[config.mk]
export PLATFORM = sky130hd
export DESIGN_NAME = ula_serial_12bits
export DESIGN_NICKNAME = d
export VERILOG_FILES = /design/src/rtl/ula_serial_12bits_pkg.sv /design/src/rtl/ula_serial_12bits_nibble.sv /design/src/rtl/ula_serial_12bits.sv
export SDC_FILE = /design/constraint.sdc
export NUM_CORES = 1
export LEC_CHECK = 0
export ABC_AREA = 0
export ABC_CLOCK_PERIOD_IN_PS = 3200
export CAP_MARGIN = 20
export CORE_ASPECT_RATIO = 0.6
export CORE_MARGIN = 2
export CORE_UTILIZATION = 50
export CTS_BUF_LIST = sky130_fd_sc_hd__clkbuf_8
export DETAILED_ROUTE_END_ITERATION = 12
export HOLD_SLACK_MARGIN = 0.05
export PLACE_DENSITY_LB_ADDON = 0.15
export SYNTH_ARGS = -nofsm -noshare
export SYNTH_HDL_FRONTEND = slang
export SYNTH_HIERARCHICAL = 1
export SYNTH_SLANG_ARGS = --single-unit
[constraint.sdc]
create_clock -name clk -period 3.2 [get_ports clk]
set_input_delay 0.32 -clock clk [delete_from_list [all_inputs] [get_ports clk]]
set_output_delay 0.32 -clock clk [all_outputs]
set_load 0.01 [all_outputs]
[src/rtl/ula_serial_12bits_pkg.sv]
// ---------------------------------------------------------------------------
// ula_serial_12bits_pkg
// Shared definitions for the nibble-serial ULA:
//   - NIBBLE_W     : width of the reused ULA slice
//   - OP_*         : seletor opcodes
//   - state_t      : sequencing FSM states
// ---------------------------------------------------------------------------
package ula_serial_12bits_pkg;

    localparam int unsigned NIBBLE_W = 4;

    localparam logic [2:0] OP_ADD   = 3'b000;
    localparam logic [2:0] OP_SUB   = 3'b001;
    localparam logic [2:0] OP_AND   = 3'b010;
    localparam logic [2:0] OP_OR    = 3'b011;
    localparam logic [2:0] OP_XOR   = 3'b100;
    localparam logic [2:0] OP_NOTA  = 3'b101;
    localparam logic [2:0] OP_PASSA = 3'b110;
    localparam logic [2:0] OP_PASSB = 3'b111;

    typedef enum logic {
        IDLE = 1'b0,
        CALC = 1'b1
    } state_t;

endpackage

[src/rtl/ula_serial_12bits_nibble.sv]
// ---------------------------------------------------------------------------
// ula_nibble
// Combinational 4-bit ULA slice reused once per nibble by ula_serial_12bits.
// Ports:
//   a, b     : operand nibbles
//   cin      : carry into this nibble
//   seletor  : operation select (OP_* in the package)
//   y        : result nibble
//   cout     : nibble carry-out (ADD/SUB only, otherwise 0)
// ---------------------------------------------------------------------------
module ula_nibble
    import ula_serial_12bits_pkg::*;
(
    input  logic [NIBBLE_W-1:0] a,
    input  logic [NIBBLE_W-1:0] b,
    input  logic                cin,
    input  logic [2:0]          seletor,
    output logic [NIBBLE_W-1:0] y,
    output logic                cout
);

    logic [NIBBLE_W:0] sum;

    always_comb begin
        sum  = '0;
        y    = '0;
        cout = 1'b0;
        case (seletor)
            OP_ADD: begin
                sum  = {1'b0, a} + {1'b0, b} + {{NIBBLE_W{1'b0}}, cin};
                y    = sum[NIBBLE_W-1:0];
                cout = sum[NIBBLE_W];
            end
            OP_SUB: begin
                sum  = {1'b0, a} + {1'b0, ~b} + {{NIBBLE_W{1'b0}}, cin};
                y    = sum[NIBBLE_W-1:0];
                cout = sum[NIBBLE_W];
            end
            OP_AND:   y = a & b;
            OP_OR:    y = a | b;
            OP_XOR:   y = a ^ b;
            OP_NOTA:  y = ~a;
            OP_PASSA: y = a;
            OP_PASSB: y = b;
            default:  y = '0;
        endcase
    end

endmodule

[src/rtl/ula_serial_12bits.sv]
// ---------------------------------------------------------------------------
// ula_serial_12bits
// Nibble-serial W-bit ULA (W = 4*NIBBLES). One shared 4-bit slice processes
// one nibble per clock, carrying between nibbles through a register.
// Ports:
//   clk, rst   : clock, synchronous active-high reset
//   start      : request; accepted when idle or on the final-nibble edge
//   A, B       : operands (latched at accept)
//   carry_in   : initial carry (latched at accept)
//   seletor    : operation (latched at accept)
//   resultado  : result register, valid from done until next accept
//   carry_out  : carry out of the last nibble
//   busy       : operation in progress
//   done       : one-cycle pulse, resultado/carry_out valid
// ---------------------------------------------------------------------------
module ula_serial_12bits
    import ula_serial_12bits_pkg::*;
#(
    parameter int unsigned NIBBLES = 3
) (
    input  logic                        clk,
    input  logic                        rst,
    input  logic                        start,
    input  logic [NIBBLE_W*NIBBLES-1:0] A,
    input  logic [NIBBLE_W*NIBBLES-1:0] B,
    input  logic                        carry_in,
    input  logic [2:0]                  seletor,
    output logic [NIBBLE_W*NIBBLES-1:0] resultado,
    output logic                        carry_out,
    output logic                        busy,
    output logic                        done
);

    localparam int unsigned W  = NIBBLE_W * NIBBLES;
    localparam int unsigned CW = (NIBBLES > 1) ? $clog2(NIBBLES) : 1;

    state_t         state, state_next;
    logic [CW-1:0]  cnt;
    logic           carry_reg;
    logic [W-1:0]   a_reg, b_reg;
    logic [2:0]     sel_reg;

    logic [NIBBLE_W-1:0] a_nib, b_nib, y_nib;
    logic                cout_nib;
    logic                last_nib;
    logic                accept;

    assign last_nib = (cnt == CW'(NIBBLES - 1));

    // Accepting on the final-nibble edge lets a held start sustain one
    // operation per NIBBLES cycles; start on the other CALC edges is ignored.
    assign accept = start && ((state == IDLE) || last_nib);

    always_comb begin
        a_nib = '0;
        b_nib = '0;
        for (int unsigned i = 0; i < NIBBLES; i++) begin
            if (cnt == CW'(i)) begin
                a_nib = a_reg[i*NIBBLE_W +: NIBBLE_W];
                b_nib = b_reg[i*NIBBLE_W +: NIBBLE_W];
            end
        end
    end

    ula_nibble u_nibble (
        .a       (a_nib),
        .b       (b_nib),
        .cin     (carry_reg),
        .seletor (sel_reg),
        .y       (y_nib),
        .cout    (cout_nib)
    );

    always_ff @(posedge clk) begin
        if (rst) state <= IDLE;
        else     state <= state_next;
    end

    always_comb begin
        state_next = state;
        case (state)
            IDLE:    if (accept) state_next = CALC;
            CALC:    if (last_nib && !accept) state_next = IDLE;
            default: state_next = IDLE;
        endcase
    end

    always_ff @(posedge clk) begin
        if (rst) begin
            cnt       <= '0;
            carry_reg <= 1'b0;
            a_reg     <= '0;
            b_reg     <= '0;
            sel_reg   <= '0;
            resultado <= '0;
            carry_out <= 1'b0;
            done      <= 1'b0;
        end else begin
            done <= 1'b0;
            if (state == CALC) begin
                for (int unsigned i = 0; i < NIBBLES; i++) begin
                    if (cnt == CW'(i))
                        resultado[i*NIBBLE_W +: NIBBLE_W] <= y_nib;
                end
                carry_reg <= cout_nib;
                cnt       <= cnt + CW'(1);
                if (last_nib) begin
                    carry_out <= cout_nib;
                    done      <= 1'b1;
                end
            end
            // Later in the block so a new accept overrides the carry/counter
            // updates of the nibble just finished.
            if (accept) begin
                a_reg     <= A;
                b_reg     <= B;
                sel_reg   <= seletor;
                carry_reg <= carry_in;
                cnt       <= '0;
            end
        end
    end

    assign busy = (state == CALC);

endmodule
* Word-level counts from Yosys, hierarchy flattened
Cells that the tools add are included.
** Storage, ports and cells
- Memories kept :: 0
- Latch bits :: 0
- Memory bits (read-only) :: 0
- Logic and storage cells :: 57
- Output and inout port bits :: 15
- RAM bits :: 0
- Register bits :: 45
** Operators by class
- Magnitude comparators :: 0
- Bitwise operators :: 6
- Div/mod/pow operators :: 0
- Multiplexer cells :: 14
- Add/sub/neg operators :: 5
- Equal/unequal tests :: 9
- Multiply operators :: 0
- Shift-type cells :: 0
- Reduce and logical (&&, ||, !) cells :: 12
** Operators by type and width (number)
- 4-bit one-hot mux with 8 select lines :: 1
- 4-bit 2-to-1 mux :: 6
- 3-bit == test (second input constant) :: 4
- 4-bit by 4-bit adder with 5-bit output :: 2
- 5-bit by 1-bit adder with 5-bit output :: 2
- 4-bit inverter :: 2
- 3-bit by 2-bit == test with 1-bit output (second input constant) :: 2
- 2-bit AND reduction :: 3
- 1-bit 2-to-1 mux :: 5
- 4-bit AND :: 1
- 4-bit OR :: 1
- 1-bit one-hot mux with 2 select lines :: 2
- 2-bit OR reduction :: 2
- 4-bit XOR :: 1
- 3-bit by 1-bit == test with 1-bit output (second input constant) :: 1
- 3-bit logical NOT :: 1
- 2-bit by 1-bit adder with 2-bit output (second input constant) :: 1
- 2-bit by 1-bit == test with 1-bit output (second input constant) :: 1
- 2-bit == test (second input constant) :: 1
- 1-bit logical AND :: 2
- 2-bit logical NOT :: 1
- 2-bit nonzero test :: 1
- 1-bit logical NOT :: 1
- 1-bit logical OR :: 1
- 1-bit inverter :: 1

* Longest topological paths before layout
- Depth in word-level cells :: 10
- Depth in mapped cells :: 15
- Mapped depth without buffers :: 14

* Modules after synthesis
Netlist, hierarchy kept.
** By module, submodules not included
- ula_serial_12bits :: area each 1934.4 µm², cells each 243, times used 1
- ula_nibble :: area each 748.2 µm², cells each 92, times used 1

* Least setup slack after synthesis
Ideal clock, no wire load.
- Path type :: register to register
- Start point :: register cnt[0]
- End point :: register carry_reg
- Arrival :: 3431 ps
- Cell stages (with the launch flop) :: 15
- Library setup time :: 103 ps
- Slack :: -334 ps
- Data required time :: 3097 ps
- Period minus slack after synthesis :: 3534 ps
- Path buffers :: 1
- Cells stage by stage :: dfxtp_1 > inv_1 > ha_1 > clkbuf_1 > and3b_1 > a21oi_1 > o21ai_0 > inv_1 > fa_1 > fa_1 > o21bai_1 > a21oi_1 > a2111oi_2 > nor2b_1 > a2111oi_2
** RTL lines
- from (decl) :: RTL line ula_serial_12bits.sv:38 : logic [CW-1:0] cnt;
- from (signal assigned) :: RTL line ula_serial_12bits.sv:106 : cnt <= cnt + CW'(1);
- 2-bit logical NOT :: RTL line ula_serial_12bits.sv:58 : if (cnt == CW'(i)) begin
- 4-bit 2-to-1 mux (2 in a row) :: RTL line ula_serial_12bits.sv:58
- 4-bit 2-to-1 mux (*) :: RTL line ula_serial_12bits.sv:58
- named net a_nib[0] :: RTL line ula_serial_12bits.sv:43 : logic [NIBBLE_W-1:0] a_nib, b_nib, y_nib;
- 4-bit by 4-bit adder with 5-bit output (on tied branches) :: RTL line ula_serial_12bits_nibble.sv:35, ula_serial_12bits_nibble.sv:30
- 5-bit by 1-bit adder with 5-bit output (on tied branches) :: RTL line ula_serial_12bits_nibble.sv:35, ula_serial_12bits_nibble.sv:30
- 1-bit one-hot mux with 2 select lines (*) :: RTL line ula_serial_12bits_nibble.sv:28 : case (seletor)
- named net cout_nib :: RTL line ula_serial_12bits.sv:44 : logic cout_nib;
- 1-bit 2-to-1 mux (*) :: RTL line ula_serial_12bits.sv:100 : if (state == CALC) begin
- 1-bit 2-to-1 mux (*) :: RTL line ula_serial_12bits.sv:114 : if (accept) begin
- to (signal assigned) :: RTL line ula_serial_12bits.sv:105 : carry_reg <= cout_nib;
- to (signal assigned) :: RTL line ula_serial_12bits.sv:118 : carry_reg <= carry_in;
- to (decl) :: RTL line ula_serial_12bits.sv:39 : logic carry_reg;
The timed path passes the listed nets; every way through them passes the cells marked *. The select of a mux whose other input is x is not followed.
A chain may end at the register's enable or synchronous reset.

* Final worst setup path
- Start point :: register cnt[1]
- End point :: register carry_reg
** On the way
- Longest elaborated chain between the ends :: 10
** Ends and longest elaborated chain
- 2-bit logical NOT :: RTL line ula_serial_12bits.sv:58
- 4-bit 2-to-1 mux (2 in a row) :: RTL line ula_serial_12bits.sv:58
- 4-bit 2-to-1 mux (*) :: RTL line ula_serial_12bits.sv:58
- named net b_nib[0] :: RTL line ula_serial_12bits.sv:43
- 4-bit inverter :: RTL line ula_serial_12bits_nibble.sv:35 : sum = {1'b0, a} + {1'b0, ~b} + {{NIBBLE_W{1'b0}}, cin};
- 4-bit by 4-bit adder with 5-bit output :: RTL line ula_serial_12bits_nibble.sv:35
- 5-bit by 1-bit adder with 5-bit output :: RTL line ula_serial_12bits_nibble.sv:35
- 1-bit one-hot mux with 2 select lines (*) :: RTL line ula_serial_12bits_nibble.sv:28
- named net cout_nib :: RTL line ula_serial_12bits.sv:44
- 1-bit 2-to-1 mux (*) :: RTL line ula_serial_12bits.sv:100
- 1-bit 2-to-1 mux (*) :: RTL line ula_serial_12bits.sv:114
Marked as above.

==> results.py <==
metrics = {
    "clock_tree": {
        "cts_buffer_depth": 2,
        "clk_latency_ps": 300,
        "clk_pin_slew_ps": 100,
        "cts_max_level": 2,
        "cts_root_buf": "clkbuf_8",
        "clkSinkCount": 45,
        "cts_buffers": 5,
        "cts_tree": "done",
        "hold_buffers": 0,
    },
    "timing": {
        "tightestPinTransition_ps": 746,
        "hold_violations": 0,
        "finClkSkew_ps": 10.8,
        "final.min_clock_period_ps": 3070,
        "maxSlewViolCount": 0,
        "final.setup.worst_slack_ps": 126,
        "maxSlewHeadroom_pct": 50.2,
        "tns_ps": 0,
        "post-route-period-util_pct": 96.1,
        "finalSetupViolations": 0,
        "fmaxAchievable_mhz": 325,
    },
    "finish": {
        "layout_commonest_cell": "a21oi_1",
        "diodes": 0,
        "finalNetCount": 433,
        "drive_above_1_share_pct": 15.6,
        "areaGrowthSynthToFinish_pct": 27.4,
        "mostFrequentLayoutCells": "53 x a21oi_1, 45 x clkdlybuf4s50_1, 43 x dfxtp_1",
        "final_cells": 451,
        "fin_util_pct": 67.0,
    },
    "drt": {
        "wl_per_cell_um": 15.7,
        "drt_iter0_markers": 163,
        "antenna_left": 0,
        "viasPerCell": 5.80,
        "wl_um": 7070,
        "drcViolationCount": 0,
        "vias": 2616,
        "dr.pass1.iters": 7,
    },
    "synth": {
        "synth_edf_count": 0,
        "yosys.cell_types.count": 41,
        "syn_area_um2": 2680,
        "syn_inst": 335,
        "synth_top_area_share_pct": 33.6,
        "yosysSeqAreaShare_pct": 33.6,
        "ys_warn_count": 6,
        "synth_fp_nets": 384,
        "yosys_most_used_dff": "dfxtp_1",
        "yosysTopAreaCell": "dfxtp_1",
        "synth_seq_cells": 45,
        "avgSynthCellArea_um2": 8.01,
        "synthTopCellsByArea": "dfxtp_1 34%, a21oi_1 10%, nand3_1 7.6%",
        "synth-async-reset-ratio_pct": 0,
    },
    "pwr": {
        "ir_drop_mv": 0.233,
        "p_switching_mw": 0.441,
        "power_density_nw_per_um2": 414,
        "p_comb_share_pct": 27.7,
        "switching_share_pct": 31.1,
        "power_mw": 1.42,
        "p_leak_nw": 1.23,
        "pwr-share-clk_pct": 28.7,
        "power_frac_seq_pct": 43.7,
        "internal_power_mw": 0.976,
    },
    "grt": {
        "grt_max_degree": 46,
        "grt_pass1_wl_um": 11500,
        "grt_overflow": 0,
        "grt_use_total_pct": 24.4,
        "grt_antenna_before_repair": 0,
        "grt_pass1_vias": 2425,
    },
    "worst_hold_path": {
        "hold_class": "register to register",
    },
    "placed_design": {
        "pre_cts_slack_ps": -108,
        "place_inst": 440,
        "dp_hpwl_um": 4950,
        "port_buffers": 45,
        "gp_congestion": 0.840,
    },
    "worst_setup_path": {
        "endpoint_kind": "register",
        "cp_top_family": "compound AO/OA/AOI/OAI gates",
        "worst_path_max_delay_cell": "fa_2",
        "worstPathCellList": "inv_4 > ha_4 > and3b_1 > a21oi_2 > o21ai_2 > buf_6 > fa_2 > fa_2 > o21bai_4 > a21oi_2 > a2111oi_4 > nor2b_1 > a2111oi_2",
        "startpoint_type": "register",
        "crit_path_max_fanout": 6,
        "rrSetupSlack_ps": 130,
        "arrival_ps": 3280,
        "cp_num_buf_inv": 2,
        "critPathMaxStageDelay_ps": 420,
        "worstPathRequired_ps": 3400,
        "crit_type": "register to register",
    },
    "job": {
        "maxCapViolations": 0,
    },
    "die": {
        "die_height_um": 60.7,
        "io_pins": 46,
        "rows": 20,
        "start_util_pct": 52.5,
        "dieArea_um2": 5990,
        "core-area_um2": 5100,
        "die_x_um": 98.6,
    },
    "outcome": {
        "outcome": "finished clean",
    },
}
[power groups by stage]
stage	Sequential, mW	Clock, mW	Combinational, mW
after floorplan	0.618	0	0.246
after global placement	0.628	0	0.350
after detailed placement	0.630	0	0.361
after CTS	0.617	0.415	0.366
after global routing	0.623	0.441	0.430
final	0.618	0.406	0.392
[area by class of cell]
type / count / area [µm²]
multi-input cells: 245 / 1610
fillers: 439 / 1690
flip-flops and latches: 45 / 906
clock buffers: 7 / 96.3
inverters: 16 / 62.6
repair buffers: 71 / 649
well taps: 66 / 82.6
clock inverters: 1 / 8.76
[synthesized netlist by cell type, drive strengths merged (2+ instances only)]
cell      n
a21oi    55
dfxtp    45
o21ai    42
nand3    41
nand2    29
buf      21
inv      16
ha       14
and3b     8
clkbuf    8
nor2      8
nor3      7
a211oi    6
mux2i     5
nor2b     5
fa        4
xnor2     3
a2111oi   2
nand2b    2
o21bai    2
o31ai     2
[worst paths after layout]
kind,start,to,depth (start not counted)
worst min register to register,resultado[11]$_SDFFE_PP0P_,resultado[11]$_SDFFE_PP0P_,2
worst max-delay path,cnt[1]$_SDFFE_PP0P_,carry_reg$_SDFFE_PP0P_,13
worst max register to register,cnt[1]$_SDFFE_PP0P_,carry_reg$_SDFFE_PP0P_,13
worst min-delay path,resultado[11]$_SDFFE_PP0P_,resultado[11]$_SDFFE_PP0P_,2
[tightest hold or removal path, stage by stage, from the launching register on]
cell	delay (ps)
dfxtp_1	320
nand2_1	50
a21oi_1	50
[cells by family after synthesis]
family                     share of synthesized area, %
AOI/OAI and AO/OA                                  24.0
and+or+nand+nor                                    19.9
buffers and inverters                              8.96
DFF                                                33.6
adders and majority gates                          9.52
muxes                                              2.71
xor gates and xnor gates                           1.31
[repair_timing]
action                     4_1_cts  5_1_grt
setup endpoints to repair        2       11
gates resized for setup          3       15
pin swaps                        2        8
setup buffers                    1        2
[routing by layer]
layer	routed length, µm	vias to the layer above	GRT usage [%]	part of all wire (%)
li1	-	1279	-	-
met3	531	11	7.03	7.5
met5	0	-	0	0
met2	3070	92	37.9	43
met4	95	0	6.65	1.3
met1	3380	1234	33.8	48
[metrics by stage]
| stage | instance area, µm² | hold slack (ps) |
|---|---|---|
| 2_1_floorplan | 2690 | 449 |
| 3_3_place_gp | 3220 | 444 |
| 6_report | 3420 | 456 |
| 3_5_place_dp | 3220 | 449 |
| 4_1_cts | 3340 | 462 |
| 5_1_grt | 3420 | 480 |
No activity file was read; power rests on OpenSTA's default activity.
